--- src/rtl/dbg_reg_reader.sv ---
// Debug register readback: decodes single-nibble / burst read commands, snapshots the
// selected register and streams it out as {tag, nibble} bytes over the tx_en/tx_busy
// handshake, least-significant nibble first, with a one-cycle gap after every byte.
module dbg_reg_reader #(
  parameter int         NUM_REGS   = 8,
  parameter int         REG_W      = 16,
  parameter logic [3:0] CMD_SINGLE = 4'h2,
  parameter logic [3:0] CMD_BURST  = 4'h3,
  parameter logic [3:0] ERR_TAG    = 4'hF
)(
  input  logic                      clk,
  input  logic                      rst_n,
  input  logic [7:0]                opcode,
  input  logic                      en,
  input  logic [NUM_REGS*REG_W-1:0] regs_flat,
  input  logic                      tx_busy,
  output logic                      tx_en,
  output logic [7:0]                tx_data,
  output logic                      busy
);

  localparam int NIBS = REG_W / 4;
  localparam int CW   = $clog2(NIBS + 1);

  localparam logic [1:0] S_IDLE = 2'd0;
  localparam logic [1:0] S_SEND = 2'd1;
  localparam logic [1:0] S_GAP  = 2'd2;

  logic [1:0]       state;
  logic [CW-1:0]    cnt;
  logic [3:0]       tag;
  logic [REG_W-1:0] snap;

  logic             is_single, is_burst;
  logic [31:0]      idx, reg_sel, nib_sel;
  logic             in_range;
  logic [REG_W-1:0] sel_reg;
  logic [3:0]       sel_nib;

  // Command decode: register/nibble select with full-width unsigned range check
  always_comb begin
    is_single = (opcode[7:4] == CMD_SINGLE);
    is_burst  = (opcode[7:4] == CMD_BURST);
    idx       = {28'd0, opcode[3:0]};
    reg_sel   = is_single ? (idx / 32'(NIBS)) : idx;
    nib_sel   = is_single ? (idx % 32'(NIBS)) : 32'd0;
    in_range  = (reg_sel < 32'(NUM_REGS));
    sel_reg   = '0;
    for (int i = 0; i < NUM_REGS; i++)
      if (reg_sel == 32'(i)) sel_reg = regs_flat[i*REG_W +: REG_W];
    sel_nib   = 4'h0;
    for (int j = 0; j < NIBS; j++)
      if (nib_sel == 32'(j)) sel_nib = sel_reg[j*4 +: 4];
  end

  // Control FSM: accept in IDLE, issue a byte in SEND once the UART is free, GAP masks busy latency
  always_ff @(posedge clk) begin
    if (!rst_n) begin
      state   <= S_IDLE;
      cnt     <= '0;
      tag     <= 4'h0;
      snap    <= '0;
      tx_en   <= 1'b0;
      tx_data <= 8'h00;
      busy    <= 1'b0;
    end else begin
      tx_en <= 1'b0;
      case (state)
        S_IDLE: begin
          if (en && is_single) begin
            state <= S_SEND;
            busy  <= 1'b1;
            cnt   <= CW'(1);
            tag   <= in_range ? CMD_SINGLE : ERR_TAG;
            snap  <= in_range ? REG_W'(sel_nib) : '0;
          end else if (en && is_burst) begin
            state <= S_SEND;
            busy  <= 1'b1;
            if (in_range) begin
              cnt  <= CW'(NIBS);
              tag  <= CMD_BURST;
              snap <= sel_reg;
            end else begin
              cnt  <= CW'(1);
              tag  <= ERR_TAG;
              snap <= '0;
            end
          end
        end
        S_SEND: begin
          if (!tx_busy) begin
            tx_en   <= 1'b1;
            tx_data <= {tag, snap[3:0]};
            cnt     <= cnt - CW'(1);
            state   <= S_GAP;
          end
        end
        S_GAP: begin
          if (cnt != '0) begin
            snap  <= snap >> 4;
            state <= S_SEND;
          end else begin
            state <= S_IDLE;
            busy  <= 1'b0;
          end
        end
        default: state <= S_IDLE;
      endcase
    end
  end

endmodule

--- config.mk ---
export PLATFORM = sky130hd
export DESIGN_NAME = dbg_reg_reader
export DESIGN_NICKNAME = d
export VERILOG_FILES = /design/src/rtl/dbg_reg_reader.sv
export SDC_FILE = /design/constraint.sdc
export NUM_CORES = 1
export LEC_CHECK = 0
export ABC_AREA = 1
export CORE_ASPECT_RATIO = 0.5
export CORE_MARGIN = 3
export CORE_UTILIZATION = 40
export DETAILED_ROUTE_END_ITERATION = 10
export HOLD_SLACK_MARGIN = 0.02
export PLACE_DENSITY = 0.81
export SYNTH_ARGS = -nofsm -noshare
export SYNTH_HDL_FRONTEND = slang
export SYNTH_SLANG_ARGS = --single-unit
--- constraint.sdc ---
create_clock -name clk -period 2.5 [get_ports clk]
set_clock_uncertainty 0.05 [all_clocks]
set_input_delay 0.5 -clock clk [delete_from_list [all_inputs] [get_ports clk]]
set_output_delay 0.5 -clock clk [all_outputs]
set_load 0.02 [all_outputs]
## Word-level counts from Yosys, hierarchy flattened

Cells that the tools add are included.

| storage, ports and cells | value |
|---|---|
| flip-flop bits (word level) | 35 |

| operators by class | value |
|---|---|
| multiplexer cells | 39 |
| reduce and logical (&&, ||, !) cells | 16 |
| order comparisons | 1 |
| add/subtract/negate cells | 1 |
| bitwise logic cells | 1 |
| eq/ne operators | 18 |

Operators with widths:

| cell | count |
|---|---|
| 2-to-1 mux 16 bit | 12 |
| zero test 32 bit | 2 |
| 2-to-1 mux 4 bit | 10 |
| one-hot mux 16 bit (2 select lines) | 1 |
| equality test 4 x 2 -> 1 bit, second input constant | 4 |
| equality test 4 x 3 -> 1 bit, second input constant | 4 |
| 2-to-1 mux 3 bit | 4 |
| AND reduction 3 bit | 3 |
| 2-to-1 mux 2 bit | 4 |
| AND reduction 2 bit | 4 |
| equality test 2 bit, second input constant | 3 |
| inequality test 2 bit, second input constant | 3 |
| one-hot mux 2 bit (3 select lines) | 1 |
| one-hot mux 3 bit (2 select lines) | 1 |
| nonzero test 2 bit | 3 |
| 2-to-1 mux 1 bit | 5 |
| equality test 2 x 1 -> 1 bit, second input constant | 2 |
| equality test 4 x 1 -> 1 bit, second input constant | 1 |
| < comparator 4 bit, second input constant | 1 |
| inequality test 3 bit, second input constant | 1 |
| nonzero test 3 bit | 1 |
| subtractor 3 x 1 -> 3 bit, second input constant | 1 |
| logical AND 1 bit | 2 |
| zero test 2 bit | 1 |
| 2 further kinds | 2 |

## Logic depth before layout (Yosys ltp)

Gate-level depths: netlist of run 1.

| logic depth | value |
|---|---|
| word-level depth | 18 |
| mapped depth | 19 |
| gate-level depth less buffers | 18 |

## Worst setup path after synthesis of run 1

OpenSTA, ideal clock, no wires.

| timing path | value |
|---|---|
| kind | in2reg |
| start point | in opcode[7] |
| end point | reg snap[2] |
| arrival time | 1.943 ns |
| library setup time | 0.119 ns |
| stages on the path | 16 |
| slack | 0.387 ns |
| path buffers | 1 |
| cell sequence | nor2_4 -> nand2_4 -> nand2_2 -> nand2_4 -> inv_4 -> nand3_2 -> buf_2 -> or2_0 -> nand2_1 -> nand4_1 -> nor2_1 -> nand3_1 -> nand3_1 -> nand2_1 -> nand2_1 -> a21oi_1 |

| on the way | value |
|---|---|
| word-level cells in the longest chain between the ends | 18 |
| elaborated cells on any way between the ends | 38 |
| classes of those cells | 1 x order compare; 13 x eq/ne; 19 x mux; 5 x reduce/logical |

Ends and longest elaborated chain:

| item | line | RTL |
|---|---|---|
| start: declaration | 13 | `input logic [7:0] opcode,` |
| equality test 4 x 2 -> 1 bit | 42 | `is_single = (opcode[7:4] == CMD_SINGLE);` |
| 2-to-1 mux 4 bit | 45 | `reg_sel = is_single ? (idx / 32'(NIBS)) : idx;` |
| zero test 32 bit | 50 | `if (reg_sel == 32'(i)) sel_reg = regs_flat[i*REG_W +: REG_W];` |
| 2-to-1 mux 16 bit (8 in a row) | 50 |  |
| 2-to-1 mux 4 bit (4 in a row) | 53 | `if (nib_sel == 32'(j)) sel_nib = sel_reg[j*4 +: 4];` |
| 2-to-1 mux 4 bit | 75 | `snap <= in_range ? REG_W'(sel_nib) : '0;` |
| 2-to-1 mux 16 bit | 70 | `if (en && is_single) begin` |
| one-hot mux 16 bit (2 select lines) | 68 | `case (state)` |
| end signal: assignment | 75 |  |
| end signal: assignment | 82 | `snap <= sel_reg;` |
| end signal: assignment | 100 | `snap <= snap >> 4;` |
| end: declaration | 32 | `logic [REG_W-1:0] snap;` |

Several ways; a longest one is shown, not always the timed one. The select of a mux whose other input is x is not followed.
A chain may end at the register's enable or synchronous reset.

## Worst setup path after layout of run 1

| timing path | value |
|---|---|
| start point | in opcode[3] |
| end point | reg snap[1] |

| on the way | value |
|---|---|
| word-level cells in the longest chain between the ends | 17 |
| elaborated cells on any way between the ends | 27 |
| classes of those cells | 1 x order compare; 7 x eq/ne; 18 x mux; 1 x reduce/logical |

Ends and longest elaborated chain:

| item | line |
|---|---|
| 2-to-1 mux 4 bit (*) | 45 |
| zero test 32 bit | 50 |
| 2-to-1 mux 16 bit (8 in a row) | 50 |
| 2-to-1 mux 4 bit (4 in a row) | 53 |
| 2-to-1 mux 4 bit | 75 |
| 2-to-1 mux 16 bit (*) | 70 |
| one-hot mux 16 bit (2 select lines) (*) | 68 |

Every way passes the cells marked *; elsewhere a longest branch is shown, timed or not. The select of a mux whose other input is x is not followed.

==> results of run 1 <==
worst max-delay path, cell delays in order:
cell and delay [ns]:
clkdlybuf4s50_1 0.45, buf_4 0.16, o21ai_4 0.18, buf_6 0.15, buf_8 0.15, nand4_1 0.10, nand3_1 0.09, o21ai_0 0.09
nand2_1 0.07, nand2_1 0.07, nand3_2 0.09, nand2_1 0.06, a21oi_1 0.15, nand2_1 0.10, a21oi_2 0.12
worst max path at each step:
| stage | start | to | slack [ns] | depth (start not counted) |
|---|---|---|---|---|
| after CTS | opcode[7] | snap[0]$_SDFFE_PN0P_ | 0.01 | 18 |
| after detailed placement | opcode[5] | snap[3]$_SDFFE_PN0P_ | -0.36 | 18 |
| final | opcode[3] | snap[1]$_SDFFE_PN0P_ | 0.12 | 15 |
| after global routing | opcode[6] | snap[0]$_SDFFE_PN0P_ | -0.02 | 19 |
| after floorplan | opcode[7] | snap[2]$_SDFFE_PN0P_ | 0.39 | 16 |
| after global placement | opcode[5] | snap[3]$_SDFFE_PN0P_ | -0.34 | 18 |
stage by stage:
step	total power, mW	instances
6_report	1.87	775
5_1_grt	1.95	775
4_1_cts	1.85	772
3_5_place_dp	1.12	762
3_3_place_gp	1.11	762
2_1_floorplan	0.780	492
per-layer routing:
layer,up-vias,track usage (%)
li1,2023,-
met1,1782,38.1
met2,182,43.0
met3,14,4.84
met4,0,5.88
met5,-,0
layout make-up:
class	count	area, um2	area share (%)
Timing Repair Buffer	204	1950	38.2
Sequential cell	33	661	12.9
Tap cell	92	115	2.25
Clock buffer	7	143	2.79
Inverter	58	220	4.30
Clock inverter	1	30.0	0.586
Multi-Input combinational cell	380	2000	39.0
cell usage after synthesis:
cell	number	area share, %
clkinv_1	3	0.39
nor2_1	46	6.0
nor2_2	1	0.22
a21boi_0	1	0.26
inv_4	1	0.22
nand4_1	42	9.1
o21ai_1	7	1.2
o211a_1	1	0.35
ha_1	2	0.87
dfxtp_1	33	23
a31oi_1	3	0.65
nand3_1	41	7.1
buf_4	4	1.0
nand2_2	3	0.65
nand2_1	132	17
a221oi_1	2	0.61
or2_2	2	0.43
inv_1	48	6.3
o21ai_0	20	3.5
nor3_4	3	1.7
a21oi_1	47	8.2
nand3b_1	2	0.52
clkbuf_1	8	1.0
buf_2	9	1.6
nand2_4	3	1.2
buf_6	1	0.39
o21a_1	1	0.26
nor2_4	2	0.78
nand3_2	3	1.0
o21bai_1	1	0.26
or2_0	6	1.3
inv_2	6	0.78
or2_1	4	0.87
o211ai_1	3	0.78
o21ai_2	1	0.30
registers in the layout, indices dropped and copies added, names as in the netlist:
name     count
snap        16
tx_data      7
cnt          3
tag          3
state        2
busy         1
tx_en        1
logic make-up (layout without fill, tap and decap cells):
| group | after synthesis | after routing |
|---|---|---|
| simple gates | 290 | 291 |
| buf+inv | 80 | 270 |
| flops | 33 | 33 |
| fa+ha+maj | 2 | 2 |
| compound gates | 87 | 87 |
power groups by stage:
stage	combinational, mW	sequential [mW]	clock [mW]
after floorplan	0.225	0.555	0
after global placement	0.559	0.555	0
after detailed placement	0.563	0.556	0
after CTS	0.580	0.545	0.722
after global routing	0.662	0.546	0.739
final	0.612	0.545	0.710
timing repair:
item                                    4_1_cts  5_1_grt
setup buffers                                 1        3
endpoints found under the setup margin        4       11
gates cloned                                  1        0
resized for setup                            17       26
pin swaps                                     8       11
==> run metrics, run 1 <==
run status=finished, final reports clean; yosys warns=0; final setup margin=approximately 0.12 ns; post-synthesis cell count=492; TritonCTS sink count=33; combinational share of power=between 30 and 40%; WL met2=5.32 mm; max-cap violations=0; Synth Area in Compound Gates=16.3%; commonest cells after routing, fill and taps aside=142 x clkdlybuf4s50_1, 130 x nand2_1, 46 x inv_1, 46 x buf_4, 45 x a21oi_1; DP Area=approximately 4800 um2; total vias in the final route=around 4000; vias in the first global route=3588; syn avg cell area=5.85 um2; f_max=roughly 420 MHz; n_diodes=0; Pins Over Slew Limit=0; antenna-violating nets left=0; initial antenna violation count=0; fillers=around 560; pre-CTS setup slack=-0.360 ns; largest net degree at the start of global routing=23; net switching power=a little under 0.5 mW; num rows=21; share of layout cells above drive strength 1=between 15 and 20%; R2R Setup Slk=0.69 ns; Final Util=~75%; DIE WIDTH=between 100 and 150 um; Clock Power Share=38.0%; post-synthesis adder-cell area fraction=0.869%; Worst R2R Path Depth=11; Worst Path Required=around 2.7 ns; Routed WL=11.8 mm; GRT Residual Overflow=0; mux share of post-synthesis cell area=0%; Starting Density=42.1%; Setup TNS=0 ns; hold path depth=2; core area=roughly 6800 um2; pwr/cell area=365 nW/um2; GPL Wtd Cong=around 0.96; P_leak=2.26 nW; drt wl/cell=about 15 um; Fin. Hold Viols=0; PortBufs=roughly 150; most common cell after layout, fill and taps aside=clkdlybuf4s50_1; RR Endpoint=snap[0]$_SDFFE_PN0P_; Worst EP arrival=about 2.6 ns; VDD IR max=roughly 380 uV; final hold slack=0.403 ns; Ports=150; met1 wire length=around 5.3 mm; Critical R2R Launch=cnt[0]$_SDFFE_PN0P_; Max clock buf depth=2; DRC viols=0; first-pass GRT wire length=18.1 mm; Die H=roughly 66 um; met3 WL=1.06 mm; Tcrit/Tclk final=roughly 95%; fin crit period=between 2 and 2.5 ns; register clock-pin slew on the reported worst setup and hold paths=about 0.050 ns; main combinational cell family by area after synthesis=simple AND/OR/NAND/NOR gates; worst skew pair latency=between 0.2 and 0.3 ns; TritonRoute pass-1 iters=5; CP max FO=19; CP startpoint kind=input port; xor/xnor share of the synthesized area=0%; vias per cell=~5.2; Die ar.=8310 um2; Flop pwr share=roughly 29%; Slew headroom=between 50% and 60%; Final Cell Area=a little over 5000 um2; highest routed layer=met4; DR iter-0 viols=around 280; Synth Net Count=between 600 and 700; Worst Hold Path EP=tag[1]$_SDFFE_PN0P_; HP Start=tag[1]$_SDFFE_PN0P_; Final Setup Violations=0; CTS tree=built; Final nets=824; root buf cell=clkbuf_16; internal power=approximately 1.4 mW; Mapped Area=2880 um2; H-tree levels=2; CTS Hold Bufs=0; gr usage total=a little over a quarter; synthesized flop and latch total=33; CP Class=in2reg; library cells used by synthesis=35; Sw Ratio=26.5%; part of the Yosys area used for sequential elements=a little under a quarter; Syn-to-layout area delta=77.9%; hpwl dp=~9 mm; Crit. End Element=register; CTS Buf Count=5; simple-gate share of the synthesized area=slightly below 50%; Least-Margin Pin Slew=between 0.6 and 0.7 ns; Hold Crit Class=reg2reg
(Power assumes the default switching activity.)
==> run 2, diff against run 1 <==
Settings changed: ABC_CLOCK_PERIOD_IN_PS set to 2500, GPL_ROUTABILITY_DRIVEN set to 0.
==> run 2 against run 1 <==
Net effect:
- die area is the same
- utilization shrank 0.57 points
- combinational power shrank 1%
- power shrank 2.5%
- global-route usage shrank 0.42 points
- critical path depth grew 2
- clock power shrank 5.8%
- via count grew 1.3%
- critical endpoint is now snap[3]$_SDFFE_PN0P_
- largest cell class is now non-clock buffers
- largest power group unchanged
==> run metrics, run 2 (synthesis gave the netlist of run 1 again) <==
run status=finished, final reports clean; CP Cell Sequence=dlygate4sd2_1 > nor2_4 > nand2_4 > nand2_2 > nand2_4 > buf_4 > buf_6 > nand4_1 > o21ai_1 > nor2_1 > nand3_1 > nor2_1 > nand3_2 > o21ai_2 > nand2_1 > nand2_2 > a21oi_2; multi-input logic area=roughly 2000 um2; GRT Residual Overflow=0; WP buf/inv=3; Crit path max-delay family=simple AND/OR/NAND/NOR gates; core area=between 6000 and 7000 um2; gr usage total=a little over a quarter; Crit. End Element=register; CTS Hold Bufs=0; Slew headroom=55.7%; CP max stage delay=between 0.2 and 0.3 ns; Final Cell Area=roughly 5100 um2; hpwl dp=9.11 mm; register bank with the most flops=snap; CTS Buf Count=5; TritonCTS sink count=33; Ports=150; Fin. Hold Viols=0; most common cell after layout, fill and taps aside=clkdlybuf4s50_1; largest net degree at the start of global routing=23; CP Class=in2reg; DIE WIDTH=~130 um; Starting Density=42.1%; f_max=just over 400 MHz; largest registers=snap x16, tx_data x7; CP max FO=12; Die H=66.0 um; Final nets=between 800 and 900; max reg flops=16; fin crit period=roughly 2.4 ns; Routed WL=between 10 and 15 mm; drt wl/cell=15.4 um; Max clock buf depth=2; Die ar.=about 8300 um2; most used routing layer=met2; pwr/cell area=between 300 and 400 nW/um2; VDD IR max=approximately 400 uV; total vias in the final route=a little over 4000; fillers=~540; root buf cell=clkbuf_16; vias per cell=around 5.2; Least-Margin Pin Slew=about 0.66 ns; TritonRoute pass-1 iters=4; DR iter-0 viols=roughly 280; Syn-to-layout area delta=76.5%; num rows=21; CTS tree=built; met3 Resource Use GR=around 4.7%; Tcrit/Tclk final=around 97%; n_diodes=0; H-tree levels=2; met2 usage=44.0%; met1 Use GR=between 30% and 40%; CP max-delay cell=dlygate4sd2_1; Final Setup Violations=0; register clock-pin slew on the reported worst setup and hold paths=approximately 0.050 ns; DRC viols=0; initial antenna violation count=0; first-pass GRT wire length=roughly 18 mm; DP Area=about 4800 um2; commonest cells after routing, fill and taps aside=143 x clkdlybuf4s50_1, 130 x nand2_1, 49 x buf_4, 48 x inv_1, 44 x a21oi_1; antenna-violating nets left=0; final hold slack=between 0.4 and 0.5 ns; Hold Crit Class=reg2reg; Worst EP arrival=2.53 ns; P_leak=~2.2 nW; Worst Path Required=2.60 ns; worst skew pair latency=between 0.2 and 0.3 ns; CP startpoint kind=input port; share of layout cells above drive strength 1=roughly 15%; FF+latch area=661 um2; Pins Over Slew Limit=0; PortBufs=around 150; max-cap violations=0; vias in the first global route=~3600
## run 2: cell types whose count changed in the layout (fill, tap and decap cells not counted), sizes merged
cell,before,now
nand2,139,138
dlymetal6s2s,4,3
dlygate4sd2,1,3
clkbuf,8,5
buf,55,56
clkinv,3,4
clkdlybuf4s15,1,0
clkdlybuf4s50,142,143
## run 2: metrics by stage
| step | util (%) | instances | total power [mW] | worst slack (ns) | TNS [ns] |
|---|---|---|---|---|---|
| after CTS | 72.6 | 770 | 1.79 | 0.000887 | 0 |
| after global routing | 74.4 | 774 | 1.90 | -0.0423 | -0.120 |
| final | 74.4 | 774 | 1.82 | 0.0717 | 0 |
| after floorplan | - | 492 | 0.780 | 0.387 | 0 |
| after detailed placement | 69.7 | 760 | 1.12 | -0.442 | -4.15 |
| after global placement | 69.7 | 760 | 1.11 | -0.374 | -3.20 |
## run 2: power breakdown
part	switching (mW)	internal (mW)
clock	0.208	0.462
sequential	0.00676	0.539
combinational	0.272	0.333
## run 2: path summary, 6_finish.rpt
check	start	to	slack, ns	cells past startpoint
hold / removal	tag[0]$_SDFFE_PN0P_	tag[0]$_SDFFE_PN0P_	0.41	2
setup reg to reg	cnt[1]$_SDFFE_PN0P_	snap[10]$_SDFFE_PN0P_	0.60	11
setup / recovery	opcode[4]	snap[3]$_SDFFE_PN0P_	0.07	17
hold reg to reg	tag[0]$_SDFFE_PN0P_	tag[0]$_SDFFE_PN0P_	0.41	2
## run 2: cell type report
type | count | area share (%)
clock buffers | 5 | 2.46
clock inverters | 2 | 0.689
well taps | 92 | 2.26
inverters | 58 | 4.43
flip-flops and latches | 33 | 13.0
multi-input cells | 379 | 38.5
repair buffers | 205 | 38.6
## run 2: repair_timing
item                                   4_1_cts  5_1_grt
endpoints found under the hold margin        0        0
setup endpoints to repair                    5       15
buffers inserted                             3        4
gates resized for setup                      8       24
pin swaps                                    5        9
## run 2: worst reg2reg max path, stage by stage (launching register included)
cell,delay [ns]
dfxtp_1,0.35
inv_1,0.06
ha_1,0.18
ha_1,0.19
inv_1,0.07
nand2_1,0.05
nand2_1,0.08
inv_1,0.19
nor2_1,0.16
buf_4,0.16
nand3_1,0.12
a31oi_1,0.17
## run 2: metal layers
metal  wire [um]  part of all wire, %  up-vias
met2        5570                   47      197
li1            -                    -     2018
met3        1050                  8.8       14
met1        5200                   44     1825
met5           0                    0        -
met4         130                  1.1        0
==> variant 1: new RTL, config.mk and constraints of run 2 <==
Put one more register stage on the output `tx_data`. The value now appears one clock later. The other outputs are not delayed to match.
--- a/src/rtl/dbg_reg_reader.sv
+++ b/src/rtl/dbg_reg_reader.sv
@@ -25,6 +25,8 @@
   localparam logic [1:0] S_IDLE = 2'd0;
   localparam logic [1:0] S_SEND = 2'd1;
   localparam logic [1:0] S_GAP  = 2'd2;
+
+  logic [7:0] tx_data_s0;
 
   logic [1:0]       state;
   logic [CW-1:0]    cnt;
@@ -61,7 +63,7 @@
       tag     <= 4'h0;
       snap    <= '0;
       tx_en   <= 1'b0;
-      tx_data <= 8'h00;
+      tx_data_s0 <= 8'h00;
       busy    <= 1'b0;
     end else begin
       tx_en <= 1'b0;
@@ -90,7 +92,7 @@
         S_SEND: begin
           if (!tx_busy) begin
             tx_en   <= 1'b1;
-            tx_data <= {tag, snap[3:0]};
+            tx_data_s0 <= {tag, snap[3:0]};
             cnt     <= cnt - CW'(1);
             state   <= S_GAP;
           end
@@ -109,5 +111,9 @@
     end
   end
 
+  always_ff @(posedge clk) begin
+    tx_data <= tx_data_s0;
+  end
+
 endmodule
 
Function: changed (Yosys sat finds a counterexample within 4 cycles, from zero or initial values and one cycle with rst_n low).
==> variant 1 against run 2 <==
Routed wire length grew 7.0%; count of clock-buffer cells in the layout grew 2; area after synthesis grew 6.5%; utilization grew 1.5 points; setup slack gained 37 ps; total power grew 6.8%; critical path depth shrank 2; sequential cell count grew 7; global-route usage grew 1.5 points; maximum frequency grew 1.6%; synthesized cell count shrank 0.20%; combinational power grew 5.3%; final area grew 5.1%; largest power group is now sequential cells.
==> variant 1: results (changes against run 2) <==
* Worst Path Arrival at 2510 ps (-20 ps)
* TritonCTS buffer count at 5 (unchanged)
* Clock buffer depth at 2 (unchanged)
* Biggest regs: snap x16, tx_data x7, tx_data_s0 x7
* Syn Nets at 633 (-0.16%)
* Fin nets at 832 (+0.97%)
* Vias in the first global route at 3759 (+3.3%)
* Sw power at 523 µW (+7.6%)
* Hold Crit Endpoint: tx_data[6]
* DR vias at 4141 (+2.1%)
* Met3 wire length at 1140 µm (+8.1%)
* Maximum vdd drop at 0.362 mV (-9.9%)
* CP Max Fanout at 6 (-6)
* Share of flip-flops with an asynchronous set or reset at 0 (unchanged)
* WL met1 at 5650 µm (+8.6%)
* Inst Count DP at 763 (+0.39%)
* Post-synth cell types at 34 (-2.9%)
* EDFF count, synth at 0 (unchanged)
* Largest net degree at the start of global routing at 19 (-17%)
* Max layer used: met5
* Sequential-to-total area share from yosys stat at 0.261 (+0.0318)
* Ys flop type: dfxtp_1
* Fillers at 541 (unchanged)
* Met2 wire length at 5770 µm (+3.6%)
* Pleak at 2.31 nW (+3.2%)
* CTS H-tree depth at 2 (unchanged)
* WHS Path Cells at 0 (-2)
* Layout cell share with drive strength beyond 1 at 0.175 (+0.0273)
* Status: complete, no violations
* Antenna violations before repair at 1 (+1)
* First drt pass iteration count at 5 (+1)
* Synth cell count leaders: nand2_1 (127), a21oi_1 (55), nand3_1 (43), inv_1 (42), nand4_1 (42)
* Root Driver: clkbuf_16
* Worst reg2reg path depth at 9 (-2)
* Clock latency on the worst-skew pair at 280 ps
* R2R Path End: snap[0]
* Yosys warns at 0 (unchanged)
* R2r setup slk at 730 ps (+130 ps)
* HP Start: tx_data_s0[6]
* Synth Instances at 491 (-0.20%)
* First DRT Iteration DRCs at 405 (+43%)
* FF-to-FF Start: state[0]
* Total Wirelength at 12800 µm (+7.0%)
* Ranking of synthesized cells by area: dfxtp_1 (26%), nand2_1 (16%), a21oi_1 (9.0%), nand4_1 (8.6%), nand3_1 (7.0%)
* DR WL/cell at 16.4 µm (+5.9%)
* Detailed placement HPWL at 9680 µm (+6.3%)
* Total GRT Usage at 0.280 (+0.0146)
* Rel. slew slack at 0.603 (+0.0459)
* Hold_ws at 302 ps (-107 ps)
* First-pass GRT wire length at 19200 µm (+6.4%)
-- variant 1: layer usage --
metal | vias to the layer above | track usage
li1 | 2052 | -
met1 | 1903 | 0.383
met2 | 163 | 0.456
met3 | 21 | 0.0561
met4 | 2 | 0.0699
met5 | - | 0
-- variant 1: what timing repair did --
action / 4_1_cts / 5_1_grt
endpoints found under the hold margin: 0 / 0
buffers inserted: 10 / 1
endpoints found under the setup margin: 7 / 11
resized for setup: 10 / 21
pin swaps: 8 / 9
gates cloned: 1 / 0
-- variant 1: metrics by stage --
step,area [µm²],TNS (ps),utilization,setup WS [ps],power [mW]
4_1_cts,5270,0,0.748,5.27,1.92
5_1_grt,5340,-19.9,0.759,-14.7,2.02
6_report,5340,0,0.759,109,1.94
2_1_floorplan,3070,0,-,400,0.905
3_5_place_dp,5000,-4320,0.709,-462,1.26
3_3_place_gp,5000,-3100,0.709,-314,1.26
-- variant 1: worst max-delay path, cell delays in order --
cell and delay [ps]:
dlygate4sd2_1 250, nor2_4 180, nand2_4 120, nand2_4 110, nand2_8 80, buf_4 150, nand3_4 80, clkinvlp_4 160
buf_4 170, a21oi_1 110, nand4_1 150, nand2_2 110, nand2_1 70, a21oi_1 170, a21oi_2 80
-- variant 1: layout make-up --
class / instances / area, µm² / share of cell area
inverters: 48 / 191 / 0.0358
repair buffers: 213 / 2050 / 0.383
well taps: 92 / 115 / 0.0215
flip-flops and latches: 40 / 801 / 0.150
multi-input cells: 382 / 2030 / 0.381
clock buffers: 7 / 153 / 0.0286
-- variant 1: how the worst max path moves through the flow --
stage                    from      end  slack (ps)
floorplan           opcode[7]  snap[0]         400
global placement    opcode[5]  snap[0]        -310
detailed placement  opcode[5]  snap[2]        -460
CTS                 opcode[4]  snap[2]           5
global route        opcode[6]  snap[2]         -10
finish              opcode[6]  snap[2]         110
-- variant 1: power by group through the flow --
| stage | clock network [mW] | registers [mW] | logic [mW] |
|---|---|---|---|
| after floorplan | 0 | 0.670 | 0.235 |
| after global placement | 0 | 0.671 | 0.588 |
| after detailed placement | 0 | 0.671 | 0.592 |
| after CTS | 0.652 | 0.658 | 0.614 |
| after global routing | 0.678 | 0.659 | 0.686 |
| final | 0.648 | 0.658 | 0.637 |
-- variant 1: logic make-up after synthesis --
| kind of cell | after synthesis | share of synthesized area |
|---|---|---|
| AND/OR/NAND/NOR | 288 | 0.468 |
| AO/OA/AOI/OAI | 91 | 0.162 |
| buffers and inverters | 70 | 0.100 |
| flip-flops | 40 | 0.261 |
| adder cells (fa/ha/maj) | 2 | 0.00816 |
==> variant 2: new RTL, config.mk and constraints of run 2 <==
Without the edit above. The parameter `REG_W` goes from 16 to 32.
--- a/src/rtl/dbg_reg_reader.sv
+++ b/src/rtl/dbg_reg_reader.sv
@@ -3,7 +3,7 @@
 // handshake, least-significant nibble first, with a one-cycle gap after every byte.
 module dbg_reg_reader #(
   parameter int         NUM_REGS   = 8,
-  parameter int         REG_W      = 16,
+  parameter int         REG_W      = 32,
   parameter logic [3:0] CMD_SINGLE = 4'h2,
   parameter logic [3:0] CMD_BURST  = 4'h3,
   parameter logic [3:0] ERR_TAG    = 4'hF
Interface: changed (resized regs_flat); port bits go from 150 to 278. The function was not compared with the original's and may differ.
==> variant 2 against run 2 <==
The run now ends with setup timing left; global-route usage increased by 11 points; total power increased by 53%; sequential cell count increased by 17; die area increased by 61%; final area increased by 76%; sequential share of layout area decreased by 1.8 points; routed wire length increased by 130%; setup slack got worse by 82 ps; area after synthesis increased by 66%; utilization increased by 4.7 points; clock power increased by 17%; critical path type unchanged; critical endpoint is now snap[2]; largest cell class unchanged; largest power group is now combinational logic.
==> variant 2: results (changes against run 2) <==
* Maximum vdd drop at 0.262 mV (-35%)
* Status: finished with violations
* Largest net degree at the start of global routing at 40 (+74%)
* Sequential-to-total area share from yosys stat at 0.210 (-0.0198)
* Post-CTS Setup Repair Bufs at 14 (+11)
* R2r setup slk at 320 ps (-280 ps)
* HP Start: snap[30]
* Grt met3 use at 0.108 (+0.0613)
* Area of the multi-input gates at 3410 µm² (+74%)
* I/O Buffers at 277 (+86%)
* Sequential share of cell area at 0.112 (-0.0182)
* Worst reg2reg path depth at 10 (-1)
* Worst Path Arrival at 2640 ps (+110 ps)
* Pleak at 3.60 nW (+61%)
* Final WS setup at -10.4 ps (-82.1 ps)
* First-pass GRT wire length at 40300 µm (+120%)
* Final setup viols at 1 (+1)
* DR vias at 7774 (+92%)
* CP Max Fanout at 7 (-5)
* Global routing usage on met1 at 0.487 (+0.122)
* Met2 wire length at 12100 µm (+120%)
* CP max stage cell: or2_1
* Ranking of synthesized cells by area: dfxtp_1 (21%), nand2_1 (15%), nand3_1 (9.4%), a21oi_1 (8.3%), nand4_1 (6.8%)
* Buffers excl. clock at 399 (+95%)
* Dpl ws at -627 ps (-185 ps)
* Met3 wire length at 3800 µm (+260%)
* Clock latency on the worst-skew pair at 290 ps (+20 ps)
* Syn Nets at 1053 (+66%)
* Signal inverters at 65 (+12%)
* First drt pass iteration count at 6 (+2)
* First DRT Iteration DRCs at 1241 (+340%)
* Failing checks: setup timing
* Sw power at 841 µW (+73%)
* ClkCell Share at 0.0186 (-0.0129)
variant 2: power groups by stage:
stage               Clock [mW]  Sequential [mW]  Combinational (mW)
finish                   0.783            0.824                1.18
global placement             0            0.840               0.990
detailed placement           0            0.841                1.00
floorplan                    0            0.838               0.354
CTS                      0.784            0.822                1.07
global route             0.825            0.824                1.23
variant 2: cells by family after synthesis:
kind of cell	share of synthesized area
DFF	0.210
and+or+nand+nor	0.433
buffers and inverters	0.124
adders and majority gates	0.00262
AOI/OAI and AO/OA	0.230
variant 2: through the flow:
stage	setup TNS (ps)	cell area [µm²]	util	std cells
after detailed placement	-10090	8180	0.723	1252
after global placement	-8320	8180	0.723	1252
after global routing	-82.7	8950	0.791	1300
final	-10.4	8950	0.791	1300
after CTS	0	8650	0.764	1278
after floorplan	0	4770	-	784
variant 2: worst paths after layout:
kind / endpoint
worst max-delay path: snap[2]
worst min-delay path: snap[30]
worst max register to register: snap[17]
worst min register to register: snap[30]
